==> config.mk <==
export PLATFORM = sky130hd
export DESIGN_NAME = adder_pipe
export DESIGN_NICKNAME = d
export VERILOG_FILES = /design/src/rtl/adder_pipe.sv
export SDC_FILE = /design/constraint.sdc
export NUM_CORES = 1
export LEC_CHECK = 0
export ABC_AREA = 1
export CORE_MARGIN = 4
export CORE_UTILIZATION = 40
export DETAILED_ROUTE_END_ITERATION = 12
export MAX_ROUTING_LAYER = met4
export PLACE_DENSITY_LB_ADDON = 0.05
export SYNTH_ARGS = -nofsm -noshare
export SYNTH_HDL_FRONTEND = slang
export SYNTH_SLANG_ARGS = --single-unit
==> constraint.sdc <==
create_clock -name clk -period 2.4 [get_ports clk]
set_input_delay 0.48 -clock clk [delete_from_list [all_inputs] [get_ports clk]]
set_output_delay 0.48 -clock clk [all_outputs]
set_load 0.03 [all_outputs]
==> src/rtl/adder_pipe.sv <==
// adder_pipe: WIDTH-bit pipelined adder/subtractor built around a Kogge-Stone
// parallel-prefix carry network. A single global stall freezes every stage
// whenever a result is presented but not taken downstream.
module adder_pipe #(
    parameter  int WIDTH = 16,
    localparam int LAT   = $clog2(WIDTH) + 4
) (
    input  logic                       clk,
    input  logic                       rst_n,
    input  logic                       in_valid,
    output logic                       in_ready,
    input  logic [WIDTH-1:0]           a,
    input  logic [WIDTH-1:0]           b,
    input  logic                       cin,
    input  logic [1:0]                 op,
    output logic                       out_valid,
    input  logic                       out_ready,
    output logic [WIDTH-1:0]           sum,
    output logic                       cout,
    output logic                       ovf,
    output logic                       zero,
    output logic [$clog2(LAT+1)-1:0]   occ
);

    localparam int LG    = $clog2(WIDTH);
    localparam int OCC_W = $clog2(LAT + 1);

    localparam logic [1:0] OP_ADD = 2'b00;
    localparam logic [1:0] OP_SUB = 2'b01;
    localparam logic [1:0] OP_SBC = 2'b10;

    logic             w_adv;
    logic             w_acc;
    logic             w_xfer;
    logic [WIDTH-1:0] w_b_eff;
    logic             w_c_eff;

    // Stage 1: operands with the effective second operand and carry-in
    logic [WIDTH-1:0] r_a_p1;
    logic [WIDTH-1:0] r_b_p1;
    logic             r_c_p1;
    logic             r_vld_p1;

    // Stage 2 (index 0) and one prefix level per index 1..LG
    logic [WIDTH-1:0] r_g_pfx   [0:LG];
    logic [WIDTH-1:0] r_p_pfx   [0:LG];
    logic [WIDTH-1:0] r_po_pfx  [0:LG];
    logic             r_c_pfx   [0:LG];
    logic             r_am_pfx  [0:LG];
    logic             r_vld_pfx [0:LG];

    logic [WIDTH-1:0] w_g_nxt [1:LG];
    logic [WIDTH-1:0] w_p_nxt [1:LG];

    // Stage LAT-1: sum bits plus what the flag stage still needs
    logic [WIDTH-1:0] r_sum_xor;
    logic             r_cout_xor;
    logic             r_am_xor;
    logic             r_pm_xor;
    logic             r_vld_xor;

    // Stage LAT: registered result and flags
    logic [WIDTH-1:0] r_sum_out;
    logic             r_cout_out;
    logic             r_ovf_out;
    logic             r_zero_out;
    logic             r_vld_out;
    logic [OCC_W-1:0] r_occ;

    // The whole pipe moves together unless the output is blocked
    assign w_adv  = !(r_vld_out && !out_ready);
    assign w_acc  = in_valid && w_adv;
    assign w_xfer = r_vld_out && out_ready;

    // Select the effective second operand and carry for each mode
    always_comb begin
        w_b_eff = b;
        w_c_eff = cin;
        case (op)
            OP_ADD: begin
                w_b_eff = b;
                w_c_eff = cin;
            end
            OP_SUB: begin
                w_b_eff = ~b;
                w_c_eff = 1'b1;
            end
            OP_SBC: begin
                w_b_eff = ~b;
                w_c_eff = cin;
            end
            default: begin
                w_b_eff = '0;
                w_c_eff = 1'b1;
            end
        endcase
    end

    // One Kogge-Stone combine per level, span doubling each level
    always_comb begin
        for (int k = 1; k <= LG; k++) begin
            w_g_nxt[k] = r_g_pfx[k-1];
            w_p_nxt[k] = r_p_pfx[k-1];
            for (int i = 0; i < WIDTH; i++) begin
                int j;
                j = i - (1 << (k - 1));
                if (j >= 0) begin
                    w_g_nxt[k][i] = r_g_pfx[k-1][i] | (r_p_pfx[k-1][i] & r_g_pfx[k-1][j]);
                    w_p_nxt[k][i] = r_p_pfx[k-1][i] & r_p_pfx[k-1][j];
                end
            end
        end
    end

    // Datapath registers for stages 1..LAT-1 (contents only matter when valid)
    always_ff @(posedge clk) begin
        if (w_adv) begin
            r_a_p1 <= a;
            r_b_p1 <= w_b_eff;
            r_c_p1 <= w_c_eff;

            // carry-in is folded into bit 0 generate so G[i] is the carry out of bit i
            r_g_pfx[0]  <= (r_a_p1 & r_b_p1)
                         | {{(WIDTH-1){1'b0}}, (r_a_p1[0] ^ r_b_p1[0]) & r_c_p1};
            r_p_pfx[0]  <= r_a_p1 ^ r_b_p1;
            r_po_pfx[0] <= r_a_p1 ^ r_b_p1;
            r_c_pfx[0]  <= r_c_p1;
            r_am_pfx[0] <= r_a_p1[WIDTH-1];

            for (int k = 1; k <= LG; k++) begin
                r_g_pfx[k]  <= w_g_nxt[k];
                r_p_pfx[k]  <= w_p_nxt[k];
                r_po_pfx[k] <= r_po_pfx[k-1];
                r_c_pfx[k]  <= r_c_pfx[k-1];
                r_am_pfx[k] <= r_am_pfx[k-1];
            end

            r_sum_xor  <= r_po_pfx[LG] ^ {r_g_pfx[LG][WIDTH-2:0], r_c_pfx[LG]};
            r_cout_xor <= r_g_pfx[LG][WIDTH-1];
            r_am_xor   <= r_am_pfx[LG];
            r_pm_xor   <= r_po_pfx[LG][WIDTH-1];
        end
    end

    // Output stage: result and flags, cleared by reset
    always_ff @(posedge clk or negedge rst_n) begin
        if (!rst_n) begin
            r_sum_out  <= '0;
            r_cout_out <= 1'b0;
            r_ovf_out  <= 1'b0;
            r_zero_out <= 1'b0;
        end else if (w_adv) begin
            r_sum_out  <= r_sum_xor;
            r_cout_out <= r_cout_xor;
            // operand MSBs equal (propagate MSB clear) but sum MSB differs from A
            r_ovf_out  <= !r_pm_xor && (r_sum_xor[WIDTH-1] != r_am_xor);
            r_zero_out <= (r_sum_xor == '0);
        end
    end

    // Valid bits travel with the data and freeze on stall
    always_ff @(posedge clk or negedge rst_n) begin
        if (!rst_n) begin
            r_vld_p1  <= 1'b0;
            for (int k = 0; k <= LG; k++) begin
                r_vld_pfx[k] <= 1'b0;
            end
            r_vld_xor <= 1'b0;
            r_vld_out <= 1'b0;
        end else if (w_adv) begin
            r_vld_p1     <= in_valid;
            r_vld_pfx[0] <= r_vld_p1;
            for (int k = 1; k <= LG; k++) begin
                r_vld_pfx[k] <= r_vld_pfx[k-1];
            end
            r_vld_xor <= r_vld_pfx[LG];
            r_vld_out <= r_vld_xor;
        end
    end

    // Occupancy: entries accepted and not yet handed downstream
    always_ff @(posedge clk or negedge rst_n) begin
        if (!rst_n) begin
            r_occ <= '0;
        end else begin
            case ({w_acc, w_xfer})
                2'b10:   r_occ <= r_occ + 1'b1;
                2'b01:   r_occ <= r_occ - 1'b1;
                default: r_occ <= r_occ;
            endcase
        end
    end

    assign in_ready  = w_adv;
    assign out_valid = r_vld_out;
    assign sum       = r_sum_out;
    assign cout      = r_cout_out;
    assign ovf       = r_ovf_out;
    assign zero      = r_zero_out;
    assign occ       = r_occ;

endmodule

# After elaboration in Yosys (flattened, before gate mapping)
# Memories as Yosys holds them, arrays and structs flattened. A register that Yosys moved wholly into a read port is not among the register bits.
# Index checks and enable logic that the tools add are counted.
# Widths: inputs -> output; s select.
[totals]
out_inout_bits = 25
ff_bits = 82
inputBits = 39
n_memories = 5
ramBits = 250
wordCells = 201
[memory_table]
columns = ["name", "words", "width", "rd", "rd_clocked_by_memory_dff", "write_ports", "line", "rtl"]
rows = [
  ["r_g_pfx", 5, 16, 5, 0, 5, "45", "logic [WIDTH-1:0] r_g_pfx [0:LG];"],
  ["r_p_pfx", 5, 16, 4, 0, 5, "46", "logic [WIDTH-1:0] r_p_pfx [0:LG];"],
  ["r_po_pfx", 5, 16, 5, 0, 5, "47", "logic [WIDTH-1:0] r_po_pfx [0:LG];"],
  ["r_am_pfx", 5, 1, 5, 1, 5, "49", "logic r_am_pfx [0:LG];"],
  ["r_c_pfx", 5, 1, 5, 0, 5, "48", "logic r_c_pfx [0:LG];"],
]
[classes]
mux = 3
n_reduce_logical = 13
n_bitwise = 154
n_eq_ne = 5
n_addsub = 2
[op_table]
columns = ["op", "count"]
rows = [
  ["$and 1x1->1", 99],
  ["$or 1x1->1", 49],
  ["$pmux 16 s2", 1],
  ["$xor 16x16->16", 2],
  ["$and 16x16->16", 1],
  ["$logic_not 16->1", 1],
  ["$not 16->16", 1],
  ["$or 16x1->16", 1],
  ["$pmux 4 s2", 1],
  ["$add 4x1->4 const B", 1],
  ["$eq 2x1->1 const B", 2],
  ["$eq 2x2->1 const B", 2],
  ["$logic_and 1x1->1", 4],
  ["$logic_not 1->1", 4],
  ["$reduce_or 2->1", 2],
  ["$sub 4x1->4 const B", 1],
  ["$logic_not 2->1", 1],
  ["$reduce_bool 2->1", 1],
  ["$mux 1", 1],
  ["$ne 1x1->1", 1],
  ["$xor 1x1->1", 1],
]

# Depth between registers and ports, before layout
# Gate-level depths: netlist (run 1).
[depth]
depth_word = 6
mapped_depth = 13
mapped_depth_nobuf = 12

# Worst setup path after synthesis (run 1)
# Ideal clock, no wire load.
[synth_path]
path_kind = "register to output"
startpoint = "register r_vld_out, in the netlist out_valid"
endpoint = "output port in_ready"
slack_ns = -0.195
arrival_time_ns = 2.115
stages_incl_launch_ff = 4
required_time_ns = 1.920
n_path_buf = 2
path_cell_list = "dfrtp_1 > nand2_1 > buf_4 > buf_6"
[synth_between]
elab_chain_cells = 2
[synth_lines]
columns = ["item", "line", "rtl"]
rows = [
  ["from (decl)", "67", "logic r_vld_out;"],
  ["from (signal assigned)", "177", "r_vld_out <= r_vld_xor;"],
  ["$logic_and 1x1->1", "71", "assign w_adv = !(r_vld_out && !out_ready);"],
  ["$logic_not 1->1", "71", ""],
  ["to (decl)", "11", "output logic in_ready,"],
]
# Every way passes these cells.

# Worst setup path in the final report (run 1)
[layout_path]
startpoint = "register r_occ[0], in the netlist occ[0]"
endpoint = "output port occ[0]"
[layout_lines]
columns = ["item", "line", "rtl"]
rows = [
  ["from (decl)", "68", "logic [OCC_W-1:0] r_occ;"],
  ["from (signal assigned)", "187", "2'b10: r_occ <= r_occ + 1'b1;"],
  ["from (signal assigned)", "188", "2'b01: r_occ <= r_occ - 1'b1;"],
  ["from (signal assigned)", "189", "default: r_occ <= r_occ;"],
  ["to (decl)", "22", "output logic [$clog2(LAT+1)-1:0] occ"],
]
# No word-level cell between the ends.

==> flow_summary.yaml, run 1 <==
floorplan:
  core_um2: 25250
  initial_core_util_pct: 40.79
  die_h_um: 168.5
  die_w_um: 168.5
  io_pins: 64
  fp-row-count: 58
  die-area_um2: 28390
sta:
  timing.slew.headroom_pct: 58.80
  fin_crit_sh_pct: 88.55
  hold_viol_final: 0
  fin_setup_tns_ns: 0
  setup_slack_ns: 0.2749
  period_needed_ns: 2.125
  skew_ns: 0.009975
  max_freq_mhz: 470.6
  final_max_slew_viol_count: 0
  setup_viol: 0
  worstMarginPinSlew_ns: 0.6180
  rsz0062_at_grt: "false"
logic_synthesis:
  yosys-top-cells-area: "edfxtp_1 (75%), dfrtp_1 (7.5%), nand2_1 (6.3%), inv_1 (2.9%), ha_1 (2.6%)"
  yosysMostFrequentCell: "edfxtp_1"
  synth_edf_count: 256
  seq_area_frac_synth_pct: 82.15
  synth.net_count: 716
  async_flop_share_pct: 10.80
  ys.flop_type: "edfxtp_1"
  synth_area_per_cell_um2: 15.70
  post-synth-top-area-cell: "edfxtp_1"
  ys_warn_count: 0
  ys_top_cells_by_count: "edfxtp_1 (256), nand2_1 (172), inv_1 (79)"
  synth-seq-cells: 287
  synth_cell_types: 27
  yosysTopAreaCellShare_pct: 74.62
  netlist_area_um2: 10300
  syn_inst: 656
detailed_routing:
  drt-total-wl_mm: 14.27
  post_drt_wl_per_cell_um: 12.92
  drcViolationCount: 0
  dr.first_iter.drc_count: 284
  vias: 4804
  drtPass1Iterations: 4
  viasPerCell: 4.351
  antenna_left: 0
worst_setup_path:
  end_kind: "primary output"
  worstSetupPathType: "register to primary output"
  slowest_stage: "clkdlybuf4s50_1"
  rrSetupSlack_ns: 0.66
  crit_buf_inv: 1
  r2r-end: "occ[2]"
  crit_chain: "clkdlybuf4s50_1"
  crit_family: "buffers and inverters"
  start_kind: "register"
  cp_slowest_stage_delay_ns: 0.70
  crit_fanout: 4
  regToRegStartpoint: "out_valid"
  crit_arrival_ns: 1.65
  rr_worst_depth: 10
  crit_required_ns: 1.92
clocking:
  clockRootBuffer: "clkbuf_16"
  cts_max_level: 1
  worstSkewPairLatency_ns: 0.53
  numCtsBuffers: 30
  clkSlewWorstSetupHoldPaths_ns: 0.06
  clock_path_buffers: 3
  cts_setup_buffers: 0
  clock_sinks: 287
  cts_tree: "done"
  cts_resized: 0
  holdBufCountCts: 0
finish:
  syn2layout_area_growth_pct: 19.81
  final_cells: 1104
  drive_gt1_share_pct: 6.977
  nets: 810
  antenna_cells: 0
place:
  dpl_worst_slack_ns: 0.07624
  hpwlAfterDp_mm: 9.352
  gp_congestion: 0.7276
  io_buffers: 63
  dp_cells: 1048
power:
  power_mw: 16.86
  vdd_ir_drop_max_mv: 0.5956
  combPwrFrac_pct: 17.0
  powerDensity_nw_per_um2: 1366
  p_leak_nw: 5.172
  p_switching_mw: 4.547
  p_seq_share_pct: 57.4
  power.share.clock_pct: 25.6
  p_int_mw: 12.31
  swShare_pct: 26.97
global_routing:
  antenna_found_initial: 0
  grt_pass1_wl_mm: 24.31
  track_usage_pct: 10.61
  grt_overflow: 0
  grt_pass1_vias: 4966
  grt_max_degree: 83
run:
  maxCapViolCount: 0
min_path:
  hp-class: "primary input to asynchronous set/reset pin"
run_status:
  status: "finished, final reports clean"
==> registers in the layout, summed over array words and instances, names as in the netlist, 4 cells and up <==
register	flops
r_g_pfx	80
r_po_pfx	61
r_p_pfx	53
r_a_p1	16
r_b_p1	16
r_sum_xor	16
sum	16
r_am_pfx	5
r_c_pfx	5
r_vld_pfx	5
occ	4
==> cells by family after synthesis <==
| kind of cell | after synthesis | synth area share, % |
|---|---|---|
| flip-flops | 287 | 82.15 |
| AND/OR/NAND/NOR | 185 | 6.935 |
| buffers and inverters | 89 | 3.413 |
| AO/OA/AOI/OAI | 55 | 3.340 |
| adder cells (fa/ha/maj) | 21 | 2.550 |
| XOR/XNOR | 19 | 1.615 |
==> cell type report <==
class | count | area (µm²)
inverters | 81 | 304.0
multi-input cells | 280 | 1495
well taps | 330 | 412.9
clock buffers | 51 | 922.1
fillers | 2198 | 12910
repair buffers | 70 | 718.2
clock inverters | 5 | 27.53
flip-flops and latches | 287 | 8463
==> stage by stage <==
| step | util, % | area (µm²) | hold slack (ns) |
|---|---|---|---|
| final | 48.88 | 12340 | 0.3451 |
| after global routing | 48.88 | 12340 | 0.3611 |
| after CTS | 48.88 | 12340 | 0.3263 |
| after detailed placement | 45.11 | 11390 | 0.4045 |
| after global placement | 45.11 | 11390 | 0.4031 |
| after floorplan | - | 10310 | 0.1844 |
==> metal layers <==
metal / GRT usage (%) / up-vias / part of all wire (%)
li1: - / 2460 / -
met1: 13.56 / 2218 / 45
met2: 17.07 / 96 / 48
met3: 2.312 / 30 / 5.2
met4: 3.529 / 0 / 2.1
met5: - / - / 0
==> worst reg2reg max path: cells and delay by family, from the launching register on <==
| family | cells | cell delay [ns] |
|---|---|---|
| AOI/OAI and AO/OA | 2 | 0.19 |
| and+or+nand+nor | 5 | 0.61 |
| buffers and inverters | 1 | 0.04 |
| adders and majority gates | 2 | 0.39 |
| DFF | 1 | 0.41 |
==> power groups by stage <==
stage / Clock, mW / Sequential (mW) / Combinational (mW)
floorplan: 0 / 9.78 / 1.57
global placement: 0 / 9.78 / 2.87
detailed placement: 0 / 9.84 / 2.93
CTS: 4.46 / 9.75 / 2.95
global route: 4.70 / 9.98 / 3.28
finish: 4.31 / 9.68 / 2.87
==> worst max-delay path by stage <==
stage          startpoint        to  slack, ns  cells past startpoint
2_1_floorplan   out_valid  in_ready       0.04                      3
4_1_cts            occ[0]    occ[0]       0.24                      1
5_1_grt            occ[2]    occ[2]       0.18                      1
3_3_place_gp    out_ready    occ[2]       0.19                     11
6_report           occ[0]    occ[0]       0.27                      1
3_5_place_dp    out_ready    occ[2]       0.08                     11
==> cells in the final DEF, fill, tap and decap left out, types with 2 or more instances in the layout <==
| cell type | n |
|---|---|
| inv_1 | 79 |
| clkdlybuf4s50_1 | 62 |
| xor2_1 | 16 |
| a21o_1 | 24 |
| buf_12 | 3 |
| inv_2 | 2 |
| o21ai_1 | 9 |
| nand4_1 | 2 |
| o21ai_0 | 17 |
| clkbuf_16 | 32 |
| nor3_1 | 2 |
| nand2_1 | 171 |
| nor2_1 | 2 |
| clkinv_2 | 4 |
| clkbuf_1 | 14 |
| edfxtp_1 | 256 |
| buf_4 | 5 |
| ha_1 | 21 |
| dfrtp_1 | 31 |
| clkbuf_8 | 5 |
| nand3_1 | 4 |
| xnor2_1 | 3 |
Power figures use the tool's default switching activity.
==> run 2: changes to the inputs <==
--- a/config.mk
+++ b/config.mk
@@ -9,6 +9,8 @@
 export CORE_MARGIN = 4
 export CORE_UTILIZATION = 40
 export DETAILED_ROUTE_END_ITERATION = 12
+export GPL_ROUTABILITY_DRIVEN = 0
+export HOLD_SLACK_MARGIN = 0.15
 export MAX_ROUTING_LAYER = met4
 export PLACE_DENSITY_LB_ADDON = 0.05
 export SYNTH_ARGS = -nofsm -noshare
==> results of run 2 <==
Final layout, timing and power as in run 1 (identical DEF).
==> patch, RTL diff (config.mk and constraints of run 1) <==
`WIDTH`: 16 -> 32.
--- a/src/rtl/adder_pipe.sv
+++ b/src/rtl/adder_pipe.sv
@@ -2,7 +2,7 @@
 // parallel-prefix carry network. A single global stall freezes every stage
 // whenever a result is presented but not taken downstream.
 module adder_pipe #(
-    parameter  int WIDTH = 16,
+    parameter  int WIDTH = 32,
     localparam int LAT   = $clog2(WIDTH) + 4
 ) (
     input  logic                       clk,
Ports: changed (resized a, b and sum); port bits go from 64 to 112. The function was not compared with the original's and may differ.
==> patch against run 1 <==
- total power up 130%
- design area grew 120%
- worst setup slack got worse by 48 ps
- maximum frequency shrank 2.2%
- first-iteration DRC count grew 120%
- synthesized area grew 120%
- wire length grew to 2.7 times the old value
- via count grew 120%
- sequential cell count up 355
- synthesized cell count rose by 120%
==> patch: results <==
clock_tree:
  numCtsBuffers: 70
  clk_latency_ps: 580
  h-tree-depth: 3
placement:
  dp_hpwl_mm: 25.9
  post_dp_cell_area_mm2: 0.0254
  gp_congestion: 0.754
  portBuffers: 111
  dp_cells: 2345
synthesis:
  synthArstFlopShare: 0.0748
  synthCells: 1464
  synth-edff-count: 594
  syn-num-nets: 1572
  seq_area_frac_synth: 0.830
  synth_area_leaders: "edfxtp_1 (78%), nand2_1 (6.4%), dfrtp_1 (5.2%), inv_1 (3.4%), ha_1 (2.0%)"
  synth_cell_types: 21
route:
  wl_per_cell_um: 15.3
  dr.pass1.iters: 5
  drt_iter0_drc: 622
power:
  irDropWorstVdd_mv: 0.576
grt:
  grt_pass1_wl_mm: 60.6
  grt_max_degree: 92
critical_path:
  r2r_slack_ps: 540
timing:
  finClkSkew_ps: 13.3
layout:
  biggestRegsByFlops: "r_g_pfx: 192 flops, r_po_pfx: 189 flops, r_p_pfx: 101 flops"
  nets: 1770
  fillCellCount: 4867
  drive_gt1_frac: 0.0711
outcome:
  outcome: "completed"
==> patch: metal layers <==
metal	up-vias	track usage	routed length, µm
li1	5414	-	-
met1	5000	0.178	17900
met2	185	0.202	17700
met3	53	0.0280	1640
met4	0	0.0443	752
met5	-	-	0
==> patch: repair_timing <==
action	in CTS	in global routing
hold buffers	1	0
setup buffers	0	0
hold endpoints to repair	19	0
gates resized for setup	0	0
==> patch: cells by family after synthesis <==
family          after synthesis  share of synthesized area
compound gates              105                     0.0285
xor+xnor                     36                     0.0137
fa+ha+maj                    37                     0.0202
buf+inv                     226                     0.0381
flops                       642                      0.830
simple gates                418                     0.0696
==> patch: area by class of cell <==
cell class | count | area (µm²) | share of cell area
flip-flops and latches | 642 | 19000 | 0.691
multi-input cells | 596 | 3030 | 0.110
clock buffers | 88 | 1880 | 0.0684
repair buffers | 141 | 1540 | 0.0561
well taps | 756 | 946 | 0.0344
inverters | 211 | 808 | 0.0294
clock inverters | 37 | 288 | 0.0105
==> patch: final timing paths <==
| path | start | to | cells past startpoint |
|---|---|---|---|
| worst max-delay path | occ[0]$_DFFE_PN0P_ | occ[0] | 1 |
| worst min-delay path | rst_n | sum[31]$_DFFE_PN0N_ | 2 |
| worst max register to register | out_valid$_DFFE_PN0N_ | occ[2]$_DFFE_PN0P_ | 12 |
| worst min register to register | r_po_pfx[3][1]$_DFFE_PN_ | r_po_pfx[4][1]$_DFFE_PN_ | 0 |
| max in group asynchronous | rst_n | out_valid$_DFFE_PN0N_ | 3 |
| min in group clk | r_po_pfx[3][1]$_DFFE_PN_ | r_po_pfx[4][1]$_DFFE_PN_ | 0 |
==> patch: metrics by stage <==
stage	worst slack [ps]	hold slack [ps]
4_1_cts	171	386
2_1_floorplan	-279	184
3_5_place_dp	-43.3	405
3_3_place_gp	34.8	401
6_report	227	407
5_1_grt	138	416
==> patch: power by group <==
group          internal, µW  leakage, µW  switching (µW)
logic                  2360      0.00378            3600
registers             19400      0.00678            2840
clock network          6070      0.00106            4070
total                 27800       0.0116           10500
